`src/rtl/gray_generador.sv`:
```
// Prescaled up/down Gray-code source with a valid/ready output,
// synchronous preload, back-pressure hold and sticky overrun flag.
module gray_generador #(
    parameter int N        = 4,
    parameter int PRESCALE = 100000000
) (
    input  logic         clk,
    input  logic         rst_n,
    input  logic         en,
    input  logic         up_down,
    input  logic         load,
    input  logic [N-1:0] load_val,
    input  logic         out_ready,
    output logic         out_valid,
    output logic [N-1:0] gray,
    output logic [N-1:0] bin,
    output logic         wrap,
    output logic         overrun,
    input  logic         clr_ovr
);

    localparam int PW = (PRESCALE > 1) ? $clog2(PRESCALE) : 1;
    localparam logic [PW-1:0] LAST = PW'(PRESCALE - 1);

    typedef enum logic [1:0] {
        IDLE,
        RUN,
        WAIT
    } state_t;

    state_t state;
    state_t state_nxt;

    logic [PW-1:0] presc;
    logic          tick;
    logic          step;
    logic          accept;
    logic          drop;
    logic [N-1:0]  bin_nxt;
    logic          wrap_nxt;

    assign tick   = (state != IDLE) && (presc == LAST);
    assign step   = (state == RUN) && en && tick;
    assign accept = (state == WAIT) && out_ready;
    assign drop   = (state == WAIT) && tick;

    assign bin_nxt  = up_down ? bin + N'(1) : bin - N'(1);
    assign wrap_nxt = up_down ? (&bin) : ~(|bin);

    always_ff @(posedge clk) begin
        if (!rst_n) begin
            state <= IDLE;
        end else begin
            state <= state_nxt;
        end
    end

    always_comb begin
        state_nxt = state;
        if (load) begin
            state_nxt = WAIT;
        end else begin
            unique case (state)
                IDLE: begin
                    if (en) state_nxt = RUN;
                end
                RUN: begin
                    if (!en) state_nxt = IDLE;
                    else if (tick) state_nxt = WAIT;
                end
                WAIT: begin
                    if (out_ready) state_nxt = en ? RUN : IDLE;
                end
                default: state_nxt = IDLE;
            endcase
        end
    end

    always_comb begin
        out_valid = (state == WAIT);
    end

    // Prescaler only advances in RUN/WAIT, so entering RUN starts a full period.
    always_ff @(posedge clk) begin
        if (!rst_n) begin
            presc <= '0;
        end else if (load || tick || state == IDLE || state_nxt == IDLE) begin
            presc <= '0;
        end else begin
            presc <= presc + PW'(1);
        end
    end

    always_ff @(posedge clk) begin
        if (!rst_n) begin
            bin  <= '0;
            gray <= '0;
            wrap <= 1'b0;
        end else if (load) begin
            bin  <= load_val;
            gray <= load_val ^ (load_val >> 1);
            wrap <= 1'b0;
        end else if (step) begin
            bin  <= bin_nxt;
            gray <= bin_nxt ^ (bin_nxt >> 1);
            wrap <= wrap_nxt;
        end else if (accept) begin
            wrap <= 1'b0;
        end
    end

    // A dropped tick beats a coincident clear; a preload never counts as a drop.
    always_ff @(posedge clk) begin
        if (!rst_n) begin
            overrun <= 1'b0;
        end else if (drop && !load) begin
            overrun <= 1'b1;
        end else if (clr_ovr) begin
            overrun <= 1'b0;
        end
    end

endmodule

```
`config.mk`:
```
export PLATFORM = sky130hd
export DESIGN_NAME = gray_generador
export DESIGN_NICKNAME = d
export VERILOG_FILES = /design/src/rtl/gray_generador.sv
export SDC_FILE = /design/constraint.sdc
export NUM_CORES = 1
export LEC_CHECK = 0
export CAP_MARGIN = 30
export CORE_MARGIN = 2
export CORE_UTILIZATION = 55
export CTS_BUF_LIST = sky130_fd_sc_hd__clkbuf_4 sky130_fd_sc_hd__clkbuf_8
export DETAILED_ROUTE_END_ITERATION = 6
export PLACE_DENSITY = 0.78
export SLEW_MARGIN = 20
export SYNTH_ARGS = -nofsm -noshare
export SYNTH_HDL_FRONTEND = slang
export SYNTH_SLANG_ARGS = --single-unit
```
`constraint.sdc`:
```
create_clock -name clk -period 3.65 [get_ports clk]
set_input_delay 0.365 -clock clk [delete_from_list [all_inputs] [get_ports clk]]
set_output_delay 0.365 -clock clk [all_outputs]
set_load 0.05 [all_outputs]
```
==> Word level (Yosys, flattened, before mapping) <==
Index checks and enable logic that the tools add are counted.
{ "totals": {"ff_bits": 39, "in_bits": 11, "output_inout_bits": 11, "wordCells": 53} }
{ "classes": {"n_addsub": 3, "n_eq_ne": 3, "n_mux": 17, "n_bitwise": 4, "n_reduce_logical": 20} }
{ "op_table": {"columns": ["cell", "n"], "rows": [
  ["27-bit by 1-bit adder with 27-bit output, second input constant", 1],
  ["27-bit equality test, second input constant", 1],
  ["4-bit two-way mux", 5],
  ["2-bit two-way mux", 5],
  ["2-bit nonzero test", 4],
  ["4-bit by 3-bit XOR with 4-bit output", 2],
  ["1-bit logical AND", 6],
  ["1-bit two-way mux", 6],
  ["2-bit one-hot mux with 3 select lines", 1],
  ["4-bit by 1-bit adder with 4-bit output, second input constant", 1],
  ["2-bit logical NOT", 2],
  ["4-bit AND reduction", 1],
  ["2-bit OR reduction", 2],
  ["4-bit OR reduction", 1],
  ["4-bit by 1-bit subtractor with 4-bit output, second input constant", 1],
  ["1-bit logical OR", 3],
  ["2-bit by 1-bit equality test with 1-bit output, second input constant", 1],
  ["2-bit equality test, second input constant", 1],
  ["1-bit inverter", 2],
  ["1-bit logical NOT", 1]
]} }

==> Logic depth before layout (Yosys ltp) <==
Gate-level depths: netlist (run 1).
{ "logic_depth": {"ltp_word": 9, "mapped_depth": 7, "depth_no_buf": 7} }

==> Worst setup path before layout (run 1) <==
Ideal clock, no wire load.
{ "synth_timing": {"path_kind": "reg-to-reg", "start": "reg presc[0]", "end": "reg presc[10]", "setup_ns": 0.134, "t_arrival_ns": 2.426, "t_required_ns": 3.516, "path_slack_ns": 1.091, "stages_incl_launch_ff": 8, "path_buffers": 1, "period_less_slack_ns": 2.559, "path_cell_list": "dfxtp_1 > ha_1 > nand4_1 > or4_4 > or4_4 > a32oi_4 > buf_6 > nor4_1"} }
{ "synth_between": {"elab_chain_cells": 9, "word_cells_on_any_way": 12, "classes_between": "add/sub: 1; eq/ne: 1; mux: 4; reduce/logical: 6"} }
{ "synth_rtl": {"columns": ["element", "line_no", "source"], "rows": [
  ["start: declaration", "34", "logic [PW-1:0] presc;"],
  ["start signal: assignment", "90", "presc <= presc + PW'(1);"],
  ["27-bit equality test", "42", "assign tick = (state != IDLE) && (presc == LAST);"],
  ["1-bit logical AND", "42", null],
  ["2-bit two-way mux", "69", "else if (tick) state_nxt = WAIT;"],
  ["2-bit two-way mux", "68", "if (!en) state_nxt = IDLE;"],
  ["2-bit one-hot mux with 3 select lines", "63", "unique case (state)"],
  ["2-bit two-way mux", "60", "if (load) begin"],
  ["2-bit logical NOT", "87", "end else if (load || tick || state == IDLE || state_nxt == IDLE) begin"],
  ["1-bit logical OR", "87", null],
  ["2-bit OR reduction (no source line)", null, null]
]} }
Parallel ways exist; a longest one is shown, timed or not.
A chain may end at the register's enable or synchronous reset.

==> Worst setup path after layout (run 1) <==
{ "layout_timing": {"start": "reg presc[0]", "end": "reg presc[22]"} }
Same word-level chain as after synthesis.

==> metrics, run 1 <==
Worst IR Drop VDD=around 0.0003 V; Die Ht=65.9 µm; initial antenna violation count=0; most frequent CP cell=or4_4; layout overhead on the synthesized area=15.9%; Max-cap violations=0; first-pass GRT wire length=between 7000 and 8000 µm; Cell Chain, Critical Path=ha_1, nand4_1, buf_4, or4_4, or4_4, a32oi_4, nor4_1; Seq cells post-synth=38; vias in the first global route=1792; Routed Antenna Nets=0; initial DRC count=101; Power Density=roughly 370 mW/mm²; cells after synthesis=between 200 and 250; Critical R2R Capture=presc[22]$_SDFF_PP0_; final setup TNS=0 ps; post-synth top area share=a little over a third; Netlist cell types=46; nets@finish=271; Die ar.=0.00435 mm²; Worst setup startpoint=presc[0]$_SDFF_PP0_; Ys Warns=0; core footprint=0.00366 mm²; hold_sp=overrun$_SDFFE_PN0P_; r2r worst-path depth=7; largest net degree at the start of global routing=28; # clock sinks=38; Hold Buf Count CTS=0; Crit Path Class=reg -> reg; Rows=22; share of layout cells above drive strength 1=just over 10%; Critical-path top delay cell=a32oi_4; initial core utilization=57.6%; CP Max Fanout=27; sequential area share after synthesis=approximately 36%; placed cell count=297; Clk pin slew, worst setup/hold paths=80 ps; DRT Pass-1 Iters=4; DP HPWL=3250 µm; setup bufs post-CTS=0; CTS tree=yes; cts repair resizes=0; hold depth=2; Post-synth EDFFs=0; vias per cell=5.91; pre-CTS setup slack=737 ps; Worst-Margin Slew=roughly 800 ps; internal reg-to-reg setup slack=690 ps; # setup viols final=0; Syn Nets=252; H-Tree Level Count=2; # IOs=22; n_diodes=0; vias post-DR=1802; Hold Crit Endpoint=overrun$_SDFFE_PN0P_; CTS root buf=clkbuf_8; slowest stage delay, CP=approximately 670 ps; TritonCTS buffer count=5; Setup crit end kind=flop; synthesized area=0.00211 mm²; Max Clk Rate=0.338 GHz; Final min period=2960 ps; Final Max Slew Viols=0; r2r startpoint=presc[0]$_SDFF_PP0_; CTS max path bufs=2; I/O Buffers=21; WL per Instance=14.8 µm; status=completed; Synth area leader=dfxtp_1; Slew headroom=between 40% and 50%; Worst Skew=7.52 ps; Synth Flop Type=dfxtp_1; Tot GR Track Use=23.4%; Lkg Pwr=0.000761 µW; Placer Congestion=approximately 0.77; RSZ-0062 raised after global routing=false; fin area=0.00244 mm²; Final Routed Wirelength=4520 µm; latest clock arrival within the worst-skew pair=300 ps; final std cells w/o fill=about 300; WP data arrival=slightly above 3000 ps; placed inst area=0.00234 mm²; GRT overflow=0; Hold Vio Cnt, Final=0; Final Cycle Share=81.1%; Die X=65.9 µm; Setup WS post-layout=691 ps; ys async rst share=0%; crit path launch type=flop; Crit path required time=~3800 ps; Hold/Removal Path Class=reg -> reg; Post-Syn Area per Cell=8.90 µm²; Residual DRC=0; synth top area cells=dfxtp_1 36%, xnor2_1 10%, nor4_1 8.3%
## worst max-delay path, delay by kind of cell (launching register included)
family                     cells  cell delay (ps)
and+or+nand+nor                4             1320
adders and majority gates      1              230
DFF                            1              400
AOI/OAI and AO/OA              1              670
buffers and inverters          1              180
## cells by family (layout without fill, tap and decap cells)
group | count (synthesis) | after routing | share of synthesized area, %
fa+ha+maj | 4 | 4 | 2.73
mux | 4 | 4 | 1.96
xor+xnor | 33 | 33 | 13.7
buf+inv | 25 | 45 | 6.23
flops | 38 | 38 | 36.1
compound gates | 23 | 23 | 7.65
simple gates | 110 | 110 | 31.7
## worst max path at each step
stage	end	slack [ps]	cells after the start
detailed placement	presc[25]$_SDFF_PP0_	740	7
global placement	presc[23]$_SDFF_PP0_	770	7
floorplan	presc[10]$_SDFF_PP0_	1090	7
global route	presc[17]$_SDFF_PP0_	520	7
CTS	presc[22]$_SDFF_PP0_	700	7
finish	presc[22]$_SDFF_PP0_	690	7
## power by group
group	leakage, µW	switching (µW)	internal, µW
Clock	0.0000579	155	201
Combinational	0.000395	75.5	47.6
Sequential	0.000308	8.82	422
## placed cells by master, fill, tap and decap left out, drive strengths merged, types with 2 or more instances in the layout
cell	instances
nand4	7
xnor2	24
nand3	15
mux2i	3
buf	3
ha	3
nor4b	2
nand2	13
o21ai	10
a31oi	2
or4	7
or3	2
a21oi	5
dfxtp	38
clkbuf	5
nor4	30
clkdlybuf4s50	21
xor2	9
o211ai	2
and4	2
nor3	10
inv	13
clkinv	2
nor2	10
a211oi	2
and3	4
## area by class of cell
class                   instances  area [µm²]
repair buffers                 24         240
clock buffers                   5        68.8
well taps                      48        60.1
inverters                      13        48.8
fillers                       314        1220
multi-input cells             174        1230
flip-flops and latches         38         761
clock inverters                 3        40.0
## state kept, by name, indices dropped and copies added, names as in the netlist
name,count
state,2
gray,4
wrap,1
bin,3
presc,27
overrun,1
## layer usage
metal	routed length (µm)	GRT usage (%)	vias up
li1	-	-	910
met1	1930	26.8	844
met2	2310	41.4	38
met3	187	5.79	10
met4	95	9.44	0
met5	0	0	-
## cells in the mapped netlist (6+ instances only)
| master | n |
|---|---|
| nor4_1 | 28 |
| nand3_1 | 15 |
| nand2_1 | 13 |
| inv_1 | 13 |
| nand4_1 | 7 |
| clkbuf_1 | 6 |
| xor2_1 | 9 |
| nor2_1 | 10 |
| o21ai_0 | 9 |
| nor3_1 | 10 |
| dfxtp_1 | 38 |
| xnor2_1 | 24 |
## per-stage QoR
stage / util [%] / power (µW) / hold WS, ps
finish: 66.8 / 910 / 476
global route: 66.8 / 943 / 504
CTS: 66.8 / 913 / 481
detailed placement: 63.8 / 562 / 468
global placement: 63.4 / 559 / 461
floorplan: - / 526 / 472
No activity file was read; power rests on OpenSTA's default activity.
==> run 2, diff against run 1 <==
- clock period: 3.65 -> 2.75 ns (I/O delays scaled with it)
==> metrics, run 2 (synthesized netlist as in run 1, its figures left out) <==
final setup TNS=0 ps (unchanged); Clk pin slew, worst setup/hold paths=80 ps (about the same); Worst-Margin Slew=570 ps (-252 ps); # IOs=22 (unchanged); Final min period=2610 ps (-348 ps); # clock sinks=38 (unchanged); Worst IR Drop VDD=0.000466 V (+55%); hold depth=2 (unchanged); most frequent cells in the layout=38 x dfxtp_1, 28 x nor4_1, 24 x xnor2_1; Die X=65.9 µm (unchanged); Critical R2R Capture=presc[2]$_SDFF_PP0_; r2r startpoint=presc[0]$_SDFF_PP0_; nets@finish=278 (+2.6%); vias post-DR=1793 (-0.50%); RSZ-0062 raised after global routing=false; Lkg Pwr=0.000810 µW (+6.5%); Hold Crit Endpoint=wrap$_SDFFE_PP0P_; initial DRC count=119 (+18%); Residual DRC=0 (unchanged); most frequent CP cell=or4_4; first-pass GRT wire length=7640 µm (-1.9%); n_diodes=0 (unchanged); crit path launch type=flop; Cell Chain, Critical Path=ha_1, nand4_1, or4_4, or4_4, a32oi_4, buf_4, nor4_1; I/O Buffers=21 (unchanged); biggest regs=presc (27), gray (4), bin (3); CTS root buf=clkbuf_8; pre-CTS setup slack=135 ps (-602 ps); Die ar.=0.00435 mm² (unchanged); layout overhead on the synthesized area=20.1%; Setup WS post-layout=140 ps (-552 ps); core footprint=0.00366 mm² (unchanged); # setup viols final=0 (unchanged); GRT overflow=0 (unchanged); Slew headroom=62.0% (+17 points); CTS tree=yes; max FFs per register=27 (unchanged); Hold/Removal Path Class=reg -> reg; Final Cycle Share=94.9% (+14 points); CP Max Fanout=9 (-67%); Fillers=295 (-6.1%); placed inst area=0.00239 mm² (+2.2%); Final Routed Wirelength=4480 µm (-0.97%); Crit path required time=2910 ps (-890 ps); initial core utilization=57.6% (unchanged); commonest non-fill, non-tap cell in the layout=dfxtp_1; Crit Path Class=reg -> reg; Final Max Slew Viols=0 (unchanged); Hold Buf Count CTS=0 (unchanged); vias per cell=5.75 (-2.7%); Die Ht=65.9 µm (unchanged); Setup crit end kind=flop; DRT Pass-1 Iters=4 (unchanged); Max Clk Rate=0.383 GHz (+13%); hold_sp=wrap$_SDFFE_PP0P_; Rows=22 (unchanged); Power Density=526 mW/mm² (+41%); largest reg by FF count=presc; Critical-path top delay cell=or4_4; DP HPWL=3210 µm (-1.2%); internal reg-to-reg setup slack=140 ps (-550 ps); CTS max path bufs=2 (unchanged); initial antenna violation count=0 (unchanged); Routed Antenna Nets=0 (unchanged); Placer Congestion=0.843 (+9.2%); setup bufs post-CTS=0 (unchanged); H-Tree Level Count=2 (unchanged); vias in the first global route=1655 (-7.6%); WP data arrival=2770 ps (-330 ps); WL per Instance=14.4 µm (-3.2%); largest net degree at the start of global routing=29 (+3.6%); power consumption=1330 µW (+47%); Worst Skew=7.81 ps (+0.293 ps); slowest stage delay, CP=600 ps (-70 ps); r2r worst-path depth=7 (unchanged); status=completed; fin area=0.00253 mm² (+3.6%); Max-cap violations=0 (unchanged); Hold Vio Cnt, Final=0 (unchanged); latest clock arrival within the worst-skew pair=290 ps (about the same); Tot GR Track Use=23.0% (-0.42 points); TritonCTS buffer count=5 (unchanged); share of layout cells above drive strength 1=12.5% (+2.4 points)
run 2: worst max-delay path by stage:
stage / start / to / slack (ps) / cells past startpoint
finish: presc[0]$_SDFF_PP0_ / presc[2]$_SDFF_PP0_ / 140 / 7
CTS: presc[0]$_SDFF_PP0_ / presc[2]$_SDFF_PP0_ / 120 / 7
global route: presc[0]$_SDFF_PP0_ / presc[11]$_SDFF_PP0_ / 10 / 7
detailed placement: presc[0]$_SDFF_PP0_ / presc[2]$_SDFF_PP0_ / 140 / 7
global placement: presc[0]$_SDFF_PP0_ / presc[2]$_SDFF_PP0_ / 160 / 7
floorplan: presc[0]$_SDFF_PP0_ / presc[10]$_SDFF_PP0_ / 190 / 7
run 2: final cells by class:
| type | count | area, µm² | area share (%) |
|---|---|---|---|
| clock buffers | 6 | 82.6 | 3.26 |
| clock inverters | 2 | 60.1 | 2.37 |
| inverters | 13 | 48.8 | 1.93 |
| multi-input cells | 174 | 1230 | 48.5 |
| flip-flops and latches | 38 | 761 | 30.0 |
| well taps | 48 | 60.1 | 2.37 |
| repair buffers | 31 | 293 | 11.6 |
run 2: where the power goes:
| group | internal [µW] | total (µW) | switching (µW) |
|---|---|---|---|
| registers | 560 | 571 | 11.3 |
| logic | 70.1 | 171 | 101 |
| clock network | 387 | 591 | 204 |
| total | 1020 | 1330 | 317 |
run 2: repair_timing:
item,4_1_cts,5_1_grt
setup endpoints to repair,0,4
resized for setup,0,1
endpoints found under the hold margin,0,0
run 2: worst max-delay path, delay by kind of cell, from the launching register on:
kind	cells	cell delay, ps
simple gates	4	1370
compound gates	1	240
buf+inv	1	210
flops	1	420
fa+ha+maj	1	230
run 2: per-layer routing:
metal  track usage (%)  vias up  share of wire [%]
met2              37.0       40                 46
met5                 0        -                  0
li1                  -      929                  -
met1              30.5      819                 48
met3              4.60        5                4.1
met4              8.42        0                1.6
run 2: per-stage QoR:
step                hold slack (ps)  util, %  instances
floorplan                       405        -        237
finish                          488     69.2        312
detailed placement              478     65.2        304
global route                    523     69.2        312
CTS                             489     69.1        312
global placement                461     64.8        303
==> run 3, diff against run 2 <==
- CTS_BUF_LIST: sky130_fd_sc_hd__clkbuf_4 sky130_fd_sc_hd__clkbuf_8 -> sky130_fd_sc_hd__clkbuf_2
==> metrics, run 3 (synthesized netlist as in run 1, its figures left out) <==
status=completed; RSZ-0062 raised after global routing=false; Lkg Pwr=0.000790 µW (-2.5%); hold_sp=load_val[3]; Hold/Removal Path Class=in -> reg; H-Tree Level Count=2 (unchanged); Setup WS post-layout=163 ps (+23.2 ps); Final Max Slew Viols=0 (unchanged); Slew headroom=61.3% (-0.70 points); WP data arrival=2880 ps (+110 ps); vias in the first global route=1638 (-1.0%); Clk pin slew, worst setup/hold paths=200 ps (+120 ps); largest net degree at the start of global routing=29 (unchanged); Placer Congestion=0.843 (unchanged); vias per cell=5.77 (+0.45%); pre-CTS setup slack=135 ps (unchanged); internal reg-to-reg setup slack=160 ps (+20 ps); Residual DRC=0 (unchanged); largest reg by FF count=presc; Rows=22 (unchanged); Routed Antenna Nets=0 (unchanged); Hold Crit Endpoint=gray[3]$_SDFFE_PN0P_; GRT overflow=0 (unchanged); r2r startpoint=presc[1]$_SDFF_PP0_; Hold Vio Cnt, Final=0 (unchanged); initial antenna violation count=0 (unchanged); # clock sinks=38 (unchanged); latest clock arrival within the worst-skew pair=400 ps (+110 ps); first-pass GRT wire length=7510 µm (-1.6%); TritonCTS buffer count=5 (unchanged); Max-cap violations=0 (unchanged); initial DRC count=127 (+6.7%); Final min period=2590 ps (-23.2 ps); Crit Path Class=reg -> reg; Die X=65.9 µm (unchanged); core footprint=0.00366 mm² (unchanged); Setup crit end kind=flop; hold depth=3 (+1); Die Ht=65.9 µm (unchanged); final setup TNS=0 ps (unchanged); Worst Skew=13.0 ps (+5.17 ps); # setup viols final=0 (unchanged); I/O Buffers=21 (unchanged); CTS tree=yes; DP HPWL=3210 µm (unchanged); Hold WS=471 ps (-17.2 ps); Crit path required time=3040 ps (+130 ps); most frequent cells in the layout=37 x dfxtp_1, 28 x nor4_1, 24 x xnor2_1; DRT Pass-1 Iters=4 (unchanged); Tot GR Track Use=22.4% (-0.57 points); Power Density=476 mW/mm² (-9.5%); vias post-DR=1801 (+0.45%); max FFs per register=27 (unchanged); share of layout cells above drive strength 1=12.5% (unchanged); commonest non-fill, non-tap cell in the layout=dfxtp_1; CTS root buf=clkbuf_2; WL per Instance=14.3 µm (-0.60%); layout overhead on the synthesized area=17.6%; nets@finish=278 (unchanged); Final Routed Wirelength=4450 µm (-0.60%); biggest regs=presc (27), gray (4), bin (3); # IOs=22 (unchanged); setup bufs post-CTS=0 (unchanged); Final Cycle Share=94.1% (-0.84 points); Worst IR Drop VDD=0.000376 V (-19%); n_diodes=0 (unchanged); CP Max Fanout=9 (unchanged); crit path launch type=flop; r2r worst-path depth=7 (unchanged); Max Clk Rate=0.387 GHz (+0.90%); placed inst area=0.00239 mm² (unchanged); Die ar.=0.00435 mm² (unchanged); fin area=0.00248 mm² (-2.1%); Worst-Margin Slew=581 ps (+10.5 ps); initial core utilization=57.6% (unchanged); CTS max path bufs=2 (unchanged); Critical R2R Capture=presc[2]$_SDFF_PP0_
-- run 3: cell types whose count changed in the layout (fill, tap and decap cells not counted) --
cell      change
dfxtp_1       -1
clkbuf_8      -6
dfxtp_2       +1
clkbuf_2      +5
clkinv_1      +1
-- run 3: worst max-delay path by stage --
stage	cells after the start	start	to
finish	7	presc[1]$_SDFF_PP0_	presc[2]$_SDFF_PP0_
global route	7	presc[1]$_SDFF_PP0_	presc[11]$_SDFF_PP0_
CTS	7	presc[0]$_SDFF_PP0_	presc[2]$_SDFF_PP0_
detailed placement	7	presc[0]$_SDFF_PP0_	presc[2]$_SDFF_PP0_
global placement	7	presc[0]$_SDFF_PP0_	presc[2]$_SDFF_PP0_
floorplan	7	presc[0]$_SDFF_PP0_	presc[10]$_SDFF_PP0_
-- run 3: per-stage QoR --
step                      utilization (%)  instances  total power [µW]
after global placement               64.8        303               750
after detailed placement             65.2        304               755
after CTS                            67.7        312              1190
final                                67.8        312              1180
after floorplan                         -        237               699
after global routing                 67.8        312              1230
-- run 3: timing repair --
| item | CTS | global route |
|---|---|---|
| hold endpoints to repair | 0 | 0 |
| hold buffers | 0 | 0 |
| resized for setup | 0 | 2 |
| setup endpoints to repair | 0 | 5 |
-- run 3: worst max-delay path, cell delays in order (launching register included) --
cell and delay, ps:
dfxtp_1 430, ha_1 220, nand4_1 190, or4_4 600, or4_4 510, a32oi_4 240
buf_4 210, nor4_1 70
-- run 3: power by group --
part | internal, µW | switching, µW | leakage [µW]
clock | 242 | 196 | 0.0000506
sequential | 562 | 11.4 | 0.000309
combinational | 70.1 | 101 | 0.000430
total | 874 | 308 | 0.000790
-- run 3: layout make-up --
type / instances / area, µm²
clock buffers: 5 / 25.0
clock inverters: 3 / 63.8
fillers: 303 / 1180
inverters: 13 / 48.8
multi-input cells: 174 / 1230
flip-flops and latches: 38 / 762
well taps: 48 / 60.1
repair buffers: 31 / 293
-- run 3: layer usage --
| metal | part of all wire [%] | GRT usage, % |
|---|---|---|
| met1 | 49 | 29.5 |
| met2 | 46 | 36.9 |
| met3 | 3.8 | 5.11 |
| met4 | 1.2 | 6.12 |
| met5 | 0 | 0 |
